**src/rtl/regfile_wr_arbiter.sv**
```systemverilog
// Round-robin write-port arbiter for the multi-ported register file.
// Grants up to NR_WRITE_PORTS distinct-address writes per cycle and presents them through one output register stage.
module regfile_wr_arbiter #(
    parameter int NR_REQ         = 4,
    parameter int NR_WRITE_PORTS = 2,
    parameter int DATA_WIDTH     = 32,
    parameter int ADDR_WIDTH     = 5
) (
    input  logic                                           clk_i,
    input  logic                                           rst_ni,
    input  logic                                           enable_i,
    input  logic [NR_REQ-1:0]                              req_valid_i,
    output logic [NR_REQ-1:0]                              req_ready_o,
    input  logic [NR_REQ-1:0][ADDR_WIDTH-1:0]              req_addr_i,
    input  logic [NR_REQ-1:0][DATA_WIDTH-1:0]              req_data_i,
    output logic [NR_WRITE_PORTS-1:0][ADDR_WIDTH-1:0]      waddr_o,
    output logic [NR_WRITE_PORTS-1:0][DATA_WIDTH-1:0]      wdata_o,
    output logic [NR_WRITE_PORTS-1:0]                      we_o,
    output logic [15:0]                                    conflict_cnt_o
);

    localparam int PTR_W = (NR_REQ > 1) ? $clog2(NR_REQ) : 1;
    localparam int CNT_W = $clog2(NR_WRITE_PORTS + 1);

    logic [PTR_W-1:0]                             rr_ptr_q, rr_ptr_d;
    logic [NR_WRITE_PORTS-1:0]                    we_q, we_d;
    logic [NR_WRITE_PORTS-1:0][ADDR_WIDTH-1:0]    waddr_q, waddr_d;
    logic [NR_WRITE_PORTS-1:0][DATA_WIDTH-1:0]    wdata_q, wdata_d;
    logic [15:0]                                  conflict_cnt_q, conflict_cnt_d;

    logic [NR_REQ-1:0] ready;
    logic [PTR_W:0]    scan_sum;
    logic [PTR_W-1:0]  idx;
    logic [PTR_W-1:0]  last_idx;
    logic [CNT_W-1:0]  n_assigned;
    logic              clash;
    logic              any_grant;
    logic              stall;

    // NOTE: every variable gets a default before the scan so no path leaves one unassigned (no latches).
    always_comb begin
        ready      = '0;
        we_d       = '0;
        waddr_d    = waddr_q;
        wdata_d    = wdata_q;
        n_assigned = '0;
        last_idx   = rr_ptr_q;
        any_grant  = 1'b0;
        clash      = 1'b0;
        scan_sum   = '0;
        idx        = '0;

        for (int i = 0; i < NR_REQ; i++) begin
            scan_sum = {1'b0, rr_ptr_q} + (PTR_W+1)'(i);
            if (scan_sum >= (PTR_W+1)'(NR_REQ)) begin
                scan_sum = scan_sum - (PTR_W+1)'(NR_REQ);
            end
            idx = scan_sum[PTR_W-1:0];

            if (req_valid_i[idx] && enable_i && rst_ni) begin
                if (req_addr_i[idx] == '0) begin
                    // Writes to r0 are discarded, so accept them without spending a port.
                    ready[idx] = 1'b1;
                end else begin
                    clash = 1'b0;
                    for (int k = 0; k < NR_WRITE_PORTS; k++) begin
                        if (we_d[k] && (waddr_d[k] == req_addr_i[idx])) begin
                            clash = 1'b1;
                        end
                    end
                    if (!clash && (n_assigned < CNT_W'(NR_WRITE_PORTS))) begin
                        for (int k = 0; k < NR_WRITE_PORTS; k++) begin
                            if (CNT_W'(k) == n_assigned) begin
                                we_d[k]    = 1'b1;
                                waddr_d[k] = req_addr_i[idx];
                                wdata_d[k] = req_data_i[idx];
                            end
                        end
                        n_assigned = n_assigned + CNT_W'(1);
                        ready[idx] = 1'b1;
                        last_idx   = idx;
                        any_grant  = 1'b1;
                    end
                end
            end
        end

        stall = |(req_valid_i & ~ready);

        rr_ptr_d = rr_ptr_q;
        if (any_grant) begin
            rr_ptr_d = (last_idx == PTR_W'(NR_REQ - 1)) ? '0 : last_idx + PTR_W'(1);
        end

        conflict_cnt_d = conflict_cnt_q;
        if (enable_i && stall && (conflict_cnt_q != 16'hFFFF)) begin
            conflict_cnt_d = conflict_cnt_q + 16'd1;
        end
    end

    // NOTE: state registers use non-blocking assignments so every flop samples pre-edge values.
    always_ff @(posedge clk_i or negedge rst_ni) begin
        if (!rst_ni) begin
            rr_ptr_q       <= '0;
            we_q           <= '0;
            waddr_q        <= '0;
            wdata_q        <= '0;
            conflict_cnt_q <= '0;
        end else begin
            rr_ptr_q       <= rr_ptr_d;
            we_q           <= we_d;
            waddr_q        <= waddr_d;
            wdata_q        <= wdata_d;
            conflict_cnt_q <= conflict_cnt_d;
        end
    end

    assign req_ready_o    = ready;
    assign we_o           = we_q;
    assign waddr_o        = waddr_q;
    assign wdata_o        = wdata_q;
    assign conflict_cnt_o = conflict_cnt_q;

endmodule

```
**config.mk**
```make
export PLATFORM = sky130hd
export DESIGN_NAME = regfile_wr_arbiter
export DESIGN_NICKNAME = d
export VERILOG_FILES = /design/src/rtl/regfile_wr_arbiter.sv
export SDC_FILE = /design/constraint.sdc
export NUM_CORES = 1
export LEC_CHECK = 0
export BUFFER_PORTS_ARGS = -buffer_cell sky130_fd_sc_hd__clkbuf_2
export CORE_UTILIZATION = 50
export CTS_CLUSTER_SIZE = 24
export DETAILED_ROUTE_END_ITERATION = 10
export GPL_ROUTABILITY_DRIVEN = 0
export GPL_TIMING_DRIVEN = 0
export PLACE_DENSITY_LB_ADDON = 0.2
export SLEW_MARGIN = 30
export SYNTH_ARGS = -nofsm -noshare
export SYNTH_HDL_FRONTEND = slang
export SYNTH_SLANG_ARGS = --single-unit
```
**constraint.sdc**
```tcl
create_clock -name clk_i -period 15.92 [get_ports clk_i]
set_clock_uncertainty 0.15 [all_clocks]
set_input_delay 2.388 -clock clk_i [delete_from_list [all_inputs] [get_ports clk_i]]
set_output_delay 2.388 -clock clk_i [all_outputs]
set_load 0.01 [all_outputs]
```
=== Word-level counts from Yosys, hierarchy flattened ===
Cells that the tools add are included.
Widths: inputs -> output; s select.

* Flip-flop bits (word level): 94
* Word-level logic and storage cells: 218
* Input port bits: 155

* Bitwise operators: 5
* Reductions and logical operators: 33
* Mux-type cells: 137
* $add $sub $neg: 11
* Order comparisons: 15
* Equal/unequal tests: 10

{| class="wikitable"
|+ Operator list
! cell !! number
|-
| $mux 64 || 9
|-
| $mux 32 || 12
|-
| $bmux 32 s2 || 4
|-
| $mux 10 || 9
|-
| $mux 2 || 31
|-
| $mux 5 || 12
|-
| $bmux 5 s2 || 4
|-
| $mux 4 || 10
|-
| $mux 1 || 38
|-
| $eq 5x5->1 || 5
|-
| $logic_and 1x1->1 || 22
|-
| $logic_not 5->1 || 4
|-
| $add 16x1->16 const B || 1
|-
| $ne 16x16->1 const B || 1
|-
| $lt 2x3->1 const B || 4
|-
| $or 4x4->4 || 3
|-
| $ge 3x3->1 const B || 3
|-
| $bmux 1 s2 || 4
|-
| $demux 1 s2 || 4
|-
| $ge 2x1->1 const B || 4
|-
| $sub 2x1->2 const B || 4
|-
| $add 2x1->2 const B || 3
|-
| $add 2x2->3 const B || 2
|-
| $eq 1x2->1 const A || 3
|-
| 9 further kinds || 15
|}

=== Logic depth before layout (Yosys ltp) ===
Gate-level depths: netlist (run 1).

* Word-level depth: 44
* Mapped depth: 22
* Gate-level depth less buffers: 14

=== Least setup slack after synthesis (run 1) ===
OpenSTA, ideal clock, no wires.

* Path type: reg2out
* Start: register rr_ptr_q[0]
* End: output req_ready_o[0]
* Buffers on the path: 6
* Arrival time: 5.882 ns
* Data required time: 13.382 ns
* Path slack: 7.500 ns
* Stages on the path, launching flop included: 18
* Path through: dfrtp_1 > buf_6 > buf_4 > buf_1 > buf_1 > buf_1 > inv_1 > ha_1 > clkbuf_1 > mux4_2 > nor4_4 > a221oi_2 > o211a_1 > or4_1 > or4_4 > a311o_1 > or2_1 > o21ai_0

* Word-level cells in the longest chain between the ends: 39
* Elaborated cells on any way between the ends: 144

{| class="wikitable"
|+ RTL lines
! what !! line !! text
|-
| start: declaration || 25 || <nowiki>logic [PTR_W-1:0] rr_ptr_q, rr_ptr_d;</nowiki>
|-
| start signal: assignment || 110 || <nowiki>rr_ptr_q <= rr_ptr_d;</nowiki>
|-
| $ge 2x3->1 / $sub 2x1->2 (equally long branches) || 55, 56 ||
|-
| $mux 2 || 55 || <nowiki>if (scan_sum >= (PTR_W+1)'(NR_REQ)) begin</nowiki>
|-
| $bmux 5 s2 / $bmux 1 s2 (equally long branches) || 61, 75, 60 ||
|-
| $mux 5 (implied by the code) / $mux 1 (equally long branches) || 61, 75, 60 ||
|-
| $logic_not 5->1 / $logic_and 1x1->1 (equally long branches) || 61, 60 ||
|-
| $mux 5 / $logic_and 1x1->1 (equally long branches) || 61, 60 ||
|-
| $mux 5 || 60 || <nowiki>if (req_valid_i[idx] && enable_i && rst_ni) begin</nowiki>
|-
| $eq 5x5->1 || 67 || <nowiki>if (we_d[k] && (waddr_d[k] == req_addr_i[idx])) begin</nowiki>
|-
| (+22 left out) || n/a ||
|-
| $mux 1 (2 in series) || 67 ||
|-
| $mux 1 || 61 || <nowiki>if (req_addr_i[idx] == '0) begin</nowiki>
|-
| $mux 1 || 60 ||
|-
| $logic_not 1->1 || 71 || <nowiki>if (!clash && (n_assigned < CNT_W'(NR_WRITE_PORTS))) begin</nowiki>
|-
| $logic_and 1x1->1 || 71 ||
|-
| $mux 4 || 71 ||
|-
| $mux 4 || 61 ||
|-
| $mux 4 * || 60 ||
|-
| end: declaration || 13 || <nowiki>output logic [NR_REQ-1:0] req_ready_o,</nowiki>
|}

Mark *: on every way between the ends. The rest lies on a longest branch, timed or not. The select of a mux whose other input is x is not followed.

=== Worst setup path in the final report (run 1) ===
* Start: register rr_ptr_q[0]
* End: output req_ready_o[2]

The elaborated chain is that of the path after synthesis.

==> impl_summary.txt, run 1 <==
----------------------------------------------------
[Global route]
  Maximum number of pins on one net before global-route repair ... 75
  Global-route wire length before repair ... 54900 um
  Via count of the first global-routing pass ... ~9900
  Number of antenna violations at the first check in global routing ... 0
  GR Util All Layers ... 0.357
  Leftover overflow at the end of global routing ... 0

[Clock tree]
  Buffer depth of the longest clock path ... 2
  Clock slew at the register clock pins of the worst setup and hold paths ... about 0.070 ns
  Clock tree from TritonCTS ... built
  Root buf cell ... clkbuf_16
  CTS hold repair buffers ... 0
  Number of clock buffers inserted by TritonCTS ... 9
  # clock sinks ... between 90 and 100
  Setup bufs post-CTS ... 0
  H-tree depth ... 3
  Number of instances resized during post-cts repair ... 0
  Clock insertion delay at the later pin of the skew report ... 0.36 ns

[Synthesis]
  Synth Flop Type ... dfrtp_1
  Combinational family with the most area after synthesis ... multiplexers
  Flip-flop and latch count after synthesis ... 94
  Post-synthesis compound-gate area fraction ... 0.164
  Synth area leader ... mux4_2
  Post-synthesis share of cell area spent on xor and xnor gates ... 0.0204
  Fraction of synthesized area in multiplexers ... 0.382
  Simple-gate portion of the synthesized area ... 0.148
  Fraction of post-synthesis cell area in the top cell type by area ... 0.333
  Number of distinct library cells after synthesis ... 66
  Area of the mapped netlist ... about 10000 um^2
  Nets in the synthesized netlist ... 1159
  Number of enable-type register cells in the synthesized netlist ... 0
  Adder-cell share of the synthesized area ... 0.00633
  Total number of yosys warnings ... 0
  Async SR Flop Fraction ... 1.00
  Post-Syn Instances ... 999
  Post-Syn Area per Cell ... between 9 and 10 um^2
  Sequential element share of the synthesized area ... 0.238
  Synth top area cells ... mux4_2 (33%), dfrtp_1 (24%), nand2_1 (6.3%)

[Setup path]
  CP arrival ... 7.38 ns
  Crit path buf inv count ... 8
  Req. time, crit path ... 13.38 ns
  Highest fanout seen on the critical path ... 10
  Setup CP Type ... reg -> out
  Highest-delay cell along the critical path ... mux4_2
  Category of the worst setup path launch point ... register
  Crit path max-delay family ... buffers and inverters
  Highest cell delay on the worst timing path ... 0.67 ns
  Cell-by-cell trace of the critical path ... buf_6 > buf_4 > buf_1 > buf_1 > clkbuf_2 > inv_1 > ha_1 > clkbuf_1 > mux4_2 > nor4_4 > a221oi_2 > o211a_1 > or4_1 > or4_4 > a311o_1 > or2_1 > o21ai_0 > clkbuf_2
  R2R Setup Slk ... 7.58 ns
  Critical path endpoint category ... output port

[STA]
  Transition time at the pin with the least slew margin ... 0.960 ns
  Period utilisation layout ... 0.623
  Min Tclk post-route ... between 9 and 10 ns
  Rel. slew slack ... 0.360
  Fin worst setup slack ... 6.00 ns
  Max frequency ... 101 MHz
  Setup TNS Final ... 0 ns
  Final-report hold violation count ... 0
  Setup-violating endpoint count in the final report ... 0
  Setup repair after global routing missed its margin ... false
  Final Max Tran Viols ... 0

[Floorplan]
  Die ar. ... 20300 um^2
  Die H ... 143 um
  Num ports ... 251
  Std cell rows ... 51
  DIE WIDTH ... 143 um
  Core area ... just under 20000 um^2
  Starting density of the core ... 0.509

[Drt]
  Violation count after the first detailed-route iteration ... 1442
  Final wirelength ... 35900 um
  First-pass DRT Iterations ... 8
  DRC violations left ... 0
  Vias post-DR ... roughly 10000
  Post-route ant nets ... 0
  Vias per inst ... 6.79
  Average wire length per cell after detail routing ... 23.4 um

[Placed design]
  Placement-stage worst setup slack ... between 6 and 7 ns
  Post-DP HPWL ... 25800 um
  Number of buffers inserted by port buffering ... 250

[Finish]
  Most frequent cells in the layout ... clkbuf_2 (257), nand2_1 (166), mux4_2 (146), o21ai_0 (114), dfrtp_1 (94)
  Most common cell after layout, fill and taps aside ... clkbuf_2
  Final layout net count ... 1421
  Relative area change from synthesis to final layout ... 19.9%
  Ratio of cells with drive above 1 in the final layout ... 0.353
  N_diodes ... 0

[Worst hold path]
  Worst hold path class ... reg -> reg

[Power]
  Leakage ... slightly below 5 nW
  P per Cell Area ... 208 nW/um^2
  Worst vdd ir ... 0.103 mV

[Outcome]
  Status ... completed

[Job]
  # Max-Cap Violations ... 0

----------------------------------------------------
Yosys cell counts (all sizes together), types with 2 or more instances:
master and count:
dfrtp 94, a21oi 44, nand2 166, o211ai 8, nor3 14, a21boi 2, buf 14, xnor2 8
a21o 6, o311ai 6, mux2 8, inv 14, a22o 2, o211a 3, nand3 47, nand2b 2
and3 13, ha 5, clkbuf 75, o21ai 115, a221oi 2, a211o 2, a31oi 8, a22oi 3
or4 3, nand4 4, xor2 15, nor4 10, nor2 50, a221o 5, a211oi 35, and2 5
o21a 3, mux4 146, a311o 2, mux2i 40, o2111ai 2, or2 2
cells by family after synthesis:
logic type               after synthesis
adder cells (fa/ha/maj)                5
XOR/XNOR                              23
flip-flops                            94
AO/OA/AOI/OAI                        260
AND/OR/NAND/NOR                      320
buffers and inverters                103
multiplexers                         194
worst reg2reg max path, delay by kind of cell, from the launching register on:
family,cells,cell delay [ns]
buf+inv,9,3.46
simple gates,5,2.19
compound gates,4,0.94
mux,1,0.67
flops,1,0.48
fa+ha+maj,1,0.32
final timing paths:
path / startpoint / to / cells past startpoint
max: rr_ptr_q[0]$_DFFE_PN0P_ / req_ready_o[2] / 18
min: conflict_cnt_o[4]$_DFFE_PN0P_ / conflict_cnt_o[4]$_DFFE_PN0P_ / 1
max reg2reg: rr_ptr_q[0]$_DFFE_PN0P_ / wdata_o[51]$_DFF_PN0_ / 20
min reg2reg: conflict_cnt_o[4]$_DFFE_PN0P_ / conflict_cnt_o[4]$_DFFE_PN0P_ / 1
max in group asynchronous: rst_ni / wdata_o[2]$_DFF_PN0_ / 2
min in group asynchronous: rst_ni / wdata_o[38]$_DFF_PN0_ / 1
through the flow:
stage / cells / utilization / total power, mW / instance area [um^2] / hold slack [ns]
6_report: 1531 / 0.611 / 2.46 / 11800 / 0.334
5_1_grt: 1531 / 0.611 / 2.61 / 11800 / 0.358
4_1_cts: 1531 / 0.610 / 2.43 / 11800 / 0.338
3_5_place_dp: 1515 / 0.593 / 2.18 / 11500 / 0.326
3_3_place_gp: 1514 / 0.591 / 2.15 / 11500 / 0.321
2_1_floorplan: 999 / - / 1.67 / 9880 / 0.365
final cells by class:
type                    instances  area, um^2
clock inverters                 7         103
plain buffers                  89         362
fillers                      1709        7550
inverters                      14        52.6
repair buffers                251        1290
multi-input cells             802        7130
well taps                     265         332
clock buffers                   9         225
flip-flops and latches         94        2350
power breakdown:
group          leakage, nW  total [mW]  switching [mW]  internal, mW
Combinational         3.62        1.77           0.981         0.785
Clock                0.157       0.253           0.113         0.140
Sequential            1.15       0.444          0.0920         0.352
state kept, by name, summed over array words and instances (netlist names):
signal          flops
wdata_o            64
conflict_cnt_o     16
waddr_o            10
rr_ptr_q            2
we_o                2
per-layer routing:
metal,vias up,part of all wire,track usage
met2,752,0.48,0.564
met5,-,0,0
met4,0,0.039,0.157
met1,5100,0.38,0.480
met3,121,0.11,0.0700
li1,4430,-,-
Note: power is estimated with default switching activity, not from simulation.
==> inputs of run 2 (changes only) <==
--- a/config.mk
+++ b/config.mk
@@ -5,6 +5,7 @@
 export SDC_FILE = /design/constraint.sdc
 export NUM_CORES = 1
 export LEC_CHECK = 0
+export ABC_AREA = 1
 export BUFFER_PORTS_ARGS = -buffer_cell sky130_fd_sc_hd__clkbuf_2
 export CORE_UTILIZATION = 50
 export CTS_CLUSTER_SIZE = 24
==> constraint.sdc (replaced) <==
create_clock -name clk_i -period 8.8 [get_ports clk_i]
set_clock_uncertainty 0.15 [all_clocks]
set_input_delay 1.32 -clock clk_i [delete_from_list [all_inputs] [get_ports clk_i]]
set_output_delay 1.32 -clock clk_i [all_outputs]
set_load 0.01 [all_outputs]
==> run 2 against run 1 <==
Compared with the run above:
- final area shrank 1.9%
- register-to-register slack lost 4.5 ns
- sequential cell count unchanged
==> impl_summary.txt, run 2 <==
----------------------------------------------------
[Setup path]
  CP arrival ... 5.25 ns
  Crit path buf inv count ... 9
  Highest fanout seen on the critical path ... 11
  Setup CP Type ... reg -> out
  Critical path's most frequent cell ... nand2_1
  Critical path endpoint category ... output port
  Req. time, crit path ... 7.33 ns
  Highest-delay cell along the critical path ... clkbuf_1
  Crit path max-delay family ... buffers and inverters
  Highest cell delay on the worst timing path ... 0.59 ns
  Category of the worst setup path launch point ... register

[Finish]
  Ratio of cells with drive above 1 in the final layout ... 0.179
  Final Non-Filler Cells ... 2075
  Final layout net count ... 1970
  N_diodes ... 0
  Final standard cell area without fillers ... 11600 um^2
  Most frequent cells in the layout ... nand2_1 (498), o21ai_0 (255), clkbuf_2 (249), nand3_1 (130), inv_1 (112)
  Most common cell after layout, fill and taps aside ... nand2_1
  Flip-flop count of the largest register after layout ... 64
  Relative area change from synthesis to final layout ... 19.6%

[STA]
  Setup repair after global routing missed its margin ... false
  Transition time at the pin with the least slew margin ... roughly 1.0 ns
  Setup TNS Final ... 0 ns
  Period utilisation layout ... 0.764
  Setup-violating endpoint count in the final report ... 0
  Final-report hold violation count ... 0
  Max frequency ... 149 MHz
  Final Max Tran Viols ... 0
  Worst hold-check slack ... 0.354 ns
  Rel. slew slack ... 0.329
  Min Tclk post-route ... about 6.7 ns
  Fin worst setup slack ... 2.08 ns

[Synthesis]
  Async SR Flop Fraction ... 1.00
  Area of the mapped netlist ... 9710 um^2
  Synth Flop Type ... dfrtp_1
  Sequential element share of the synthesized area ... 0.242
  Cell with the most instances after synthesis ... nand2_1
  Nets in the synthesized netlist ... between 1500 and 2000
  Flip-flop and latch count after synthesis ... 94
  Number of enable-type register cells in the synthesized netlist ... 0
  Synth cell count leaders ... nand2_1 (498), o21ai_0 (255), nand3_1 (130), inv_1 (112), mux2i_1 (104)
  Synth top area cells ... dfrtp_1 (24%), nand2_1 (19%), o21ai_0 (13%)
  Post-Syn Instances ... 1548
  Total number of yosys warnings ... 0
  Post-Syn Area per Cell ... 6.27 um^2
  Synth area leader ... dfrtp_1
  Number of distinct library cells after synthesis ... 48
  Fraction of post-synthesis cell area in the top cell type by area ... 0.242

[Floorplan]
  Starting density of the core ... 0.514
  Die H ... 141 um
  Std cell rows ... 50
  DIE WIDTH ... 141 um
  Core area ... 18900 um^2
  Num ports ... approximately 250
  Die ar. ... ~20000 um^2

[Drt]
  Post-route ant nets ... 0
  Vias per inst ... 6.00
  Vias post-DR ... 12448
  Wire length on met2 ... 17200 um
  Average wire length per cell after detail routing ... 18.6 um
  Highest routing layer actually used ... met4
  Final wirelength ... roughly 39000 um
  DRC violations left ... 0
  First-pass DRT Iterations ... 6
  Routed length on met1 ... 14900 um
  Met3 Routed Length ... 4390 um
  Violation count after the first detailed-route iteration ... 1310

[Clock tree]
  H-tree depth ... 3
  CTS hold repair buffers ... 0
  Number of instances resized during post-cts repair ... 0
  Clock slew at the register clock pins of the worst setup and hold paths ... 0.07 ns
  Buffer depth of the longest clock path ... 2
  Root buf cell ... clkbuf_16
  Number of clock buffers inserted by TritonCTS ... 9
  # clock sinks ... 94
  Setup bufs post-CTS ... 0
  Clock tree from TritonCTS ... built
  Clock insertion delay at the later pin of the skew report ... approximately 0.37 ns

[Global route]
  Leftover overflow at the end of global routing ... 0
  Maximum number of pins on one net before global-route repair ... just over 60
  Number of antenna violations at the first check in global routing ... 0
  GR Util All Layers ... 0.381
  Via count of the first global-routing pass ... 11434
  Global-route wire length before repair ... 59000 um

[Placed design]
  Placement-stage worst setup slack ... 2.60 ns
  Count of placed standard cells including taps ... 2059
  Post-DP HPWL ... between 20000 and 30000 um
  Number of buffers inserted by port buffering ... between 200 and 300
  Cell area after placement ... about 11000 um^2

[Outcome]
  Status ... completed

[Worst hold path]
  Worst hold path class ... reg -> reg

[Power]
  P per Cell Area ... about 400 nW/um^2
  Worst vdd ir ... 0.193 mV
  Leakage ... 5.92 nW

[Job]
  # Max-Cap Violations ... 0

----------------------------------------------------
-- run 2: final timing paths --
path / from / to / slack (ns) / depth (start not counted)
min in group asynchronous: rst_ni / waddr_o[3]$_DFF_PN0_ / 0.71 / 1
hold reg to reg: conflict_cnt_o[6]$_DFFE_PN0P_ / conflict_cnt_o[6]$_DFFE_PN0P_ / 0.35 / 2
setup / recovery: rr_ptr_q[1]$_DFFE_PN0P_ / req_ready_o[3] / 2.08 / 25
hold / removal: conflict_cnt_o[6]$_DFFE_PN0P_ / conflict_cnt_o[6]$_DFFE_PN0P_ / 0.35 / 2
max in group asynchronous: rst_ni / wdata_o[50]$_DFF_PN0_ / 7.17 / 2
setup reg to reg: rr_ptr_q[1]$_DFFE_PN0P_ / wdata_o[34]$_DFF_PN0_ / 3.09 / 27
-- run 2: worst reg2reg max path, delay by kind of cell, from the launching register on --
kind,cells,cell delay (ns)
buffers and inverters,10,2.45
AND/OR/NAND/NOR,14,1.76
flip-flops,1,0.41
adder cells (fa/ha/maj),1,0.43
AO/OA/AOI/OAI,2,0.41
-- run 2: routing by layer --
metal,vias up,GRT usage
met1,5638,0.487
met4,0,0.207
met2,902,0.603
met3,164,0.0780
li1,5744,-
met5,-,0
-- run 2: area by class of cell --
class | count | area (um^2)
tap | 260 | 325
inverter | 123 | 468
clock buffer | 9 | 225
clock inverter | 7 | 65.1
buffer | 105 | 484
fill | 1882 | 7280
timing repair buffer | 251 | 1290
sequential | 94 | 2350
multi-input combinational | 1226 | 6410
-- run 2: logic make-up after synthesis --
group                    count (synthesis)  share of synthesized area
AND/OR/NAND/NOR                        707                      0.303
AO/OA/AOI/OAI                          392                      0.226
buffers and inverters                  228                     0.0980
multiplexers                           108                      0.112
flip-flops                              94                      0.242
XOR/XNOR                                14                     0.0126
adder cells (fa/ha/maj)                  5                    0.00644
-- run 2: stage by stage --
step	power (mW)	utilization
finish	4.66	0.615
detailed placement	4.12	0.599
global placement	4.05	0.598
CTS	4.53	0.615
global route	4.98	0.615
floorplan	3.06	-
-- run 2: report_power, final --
group	switching, mW	internal (mW)	total, mW
clock	0.204	0.199	0.403
combinational	2.33	1.13	3.46
sequential	0.160	0.637	0.797
total	2.69	1.96	4.66
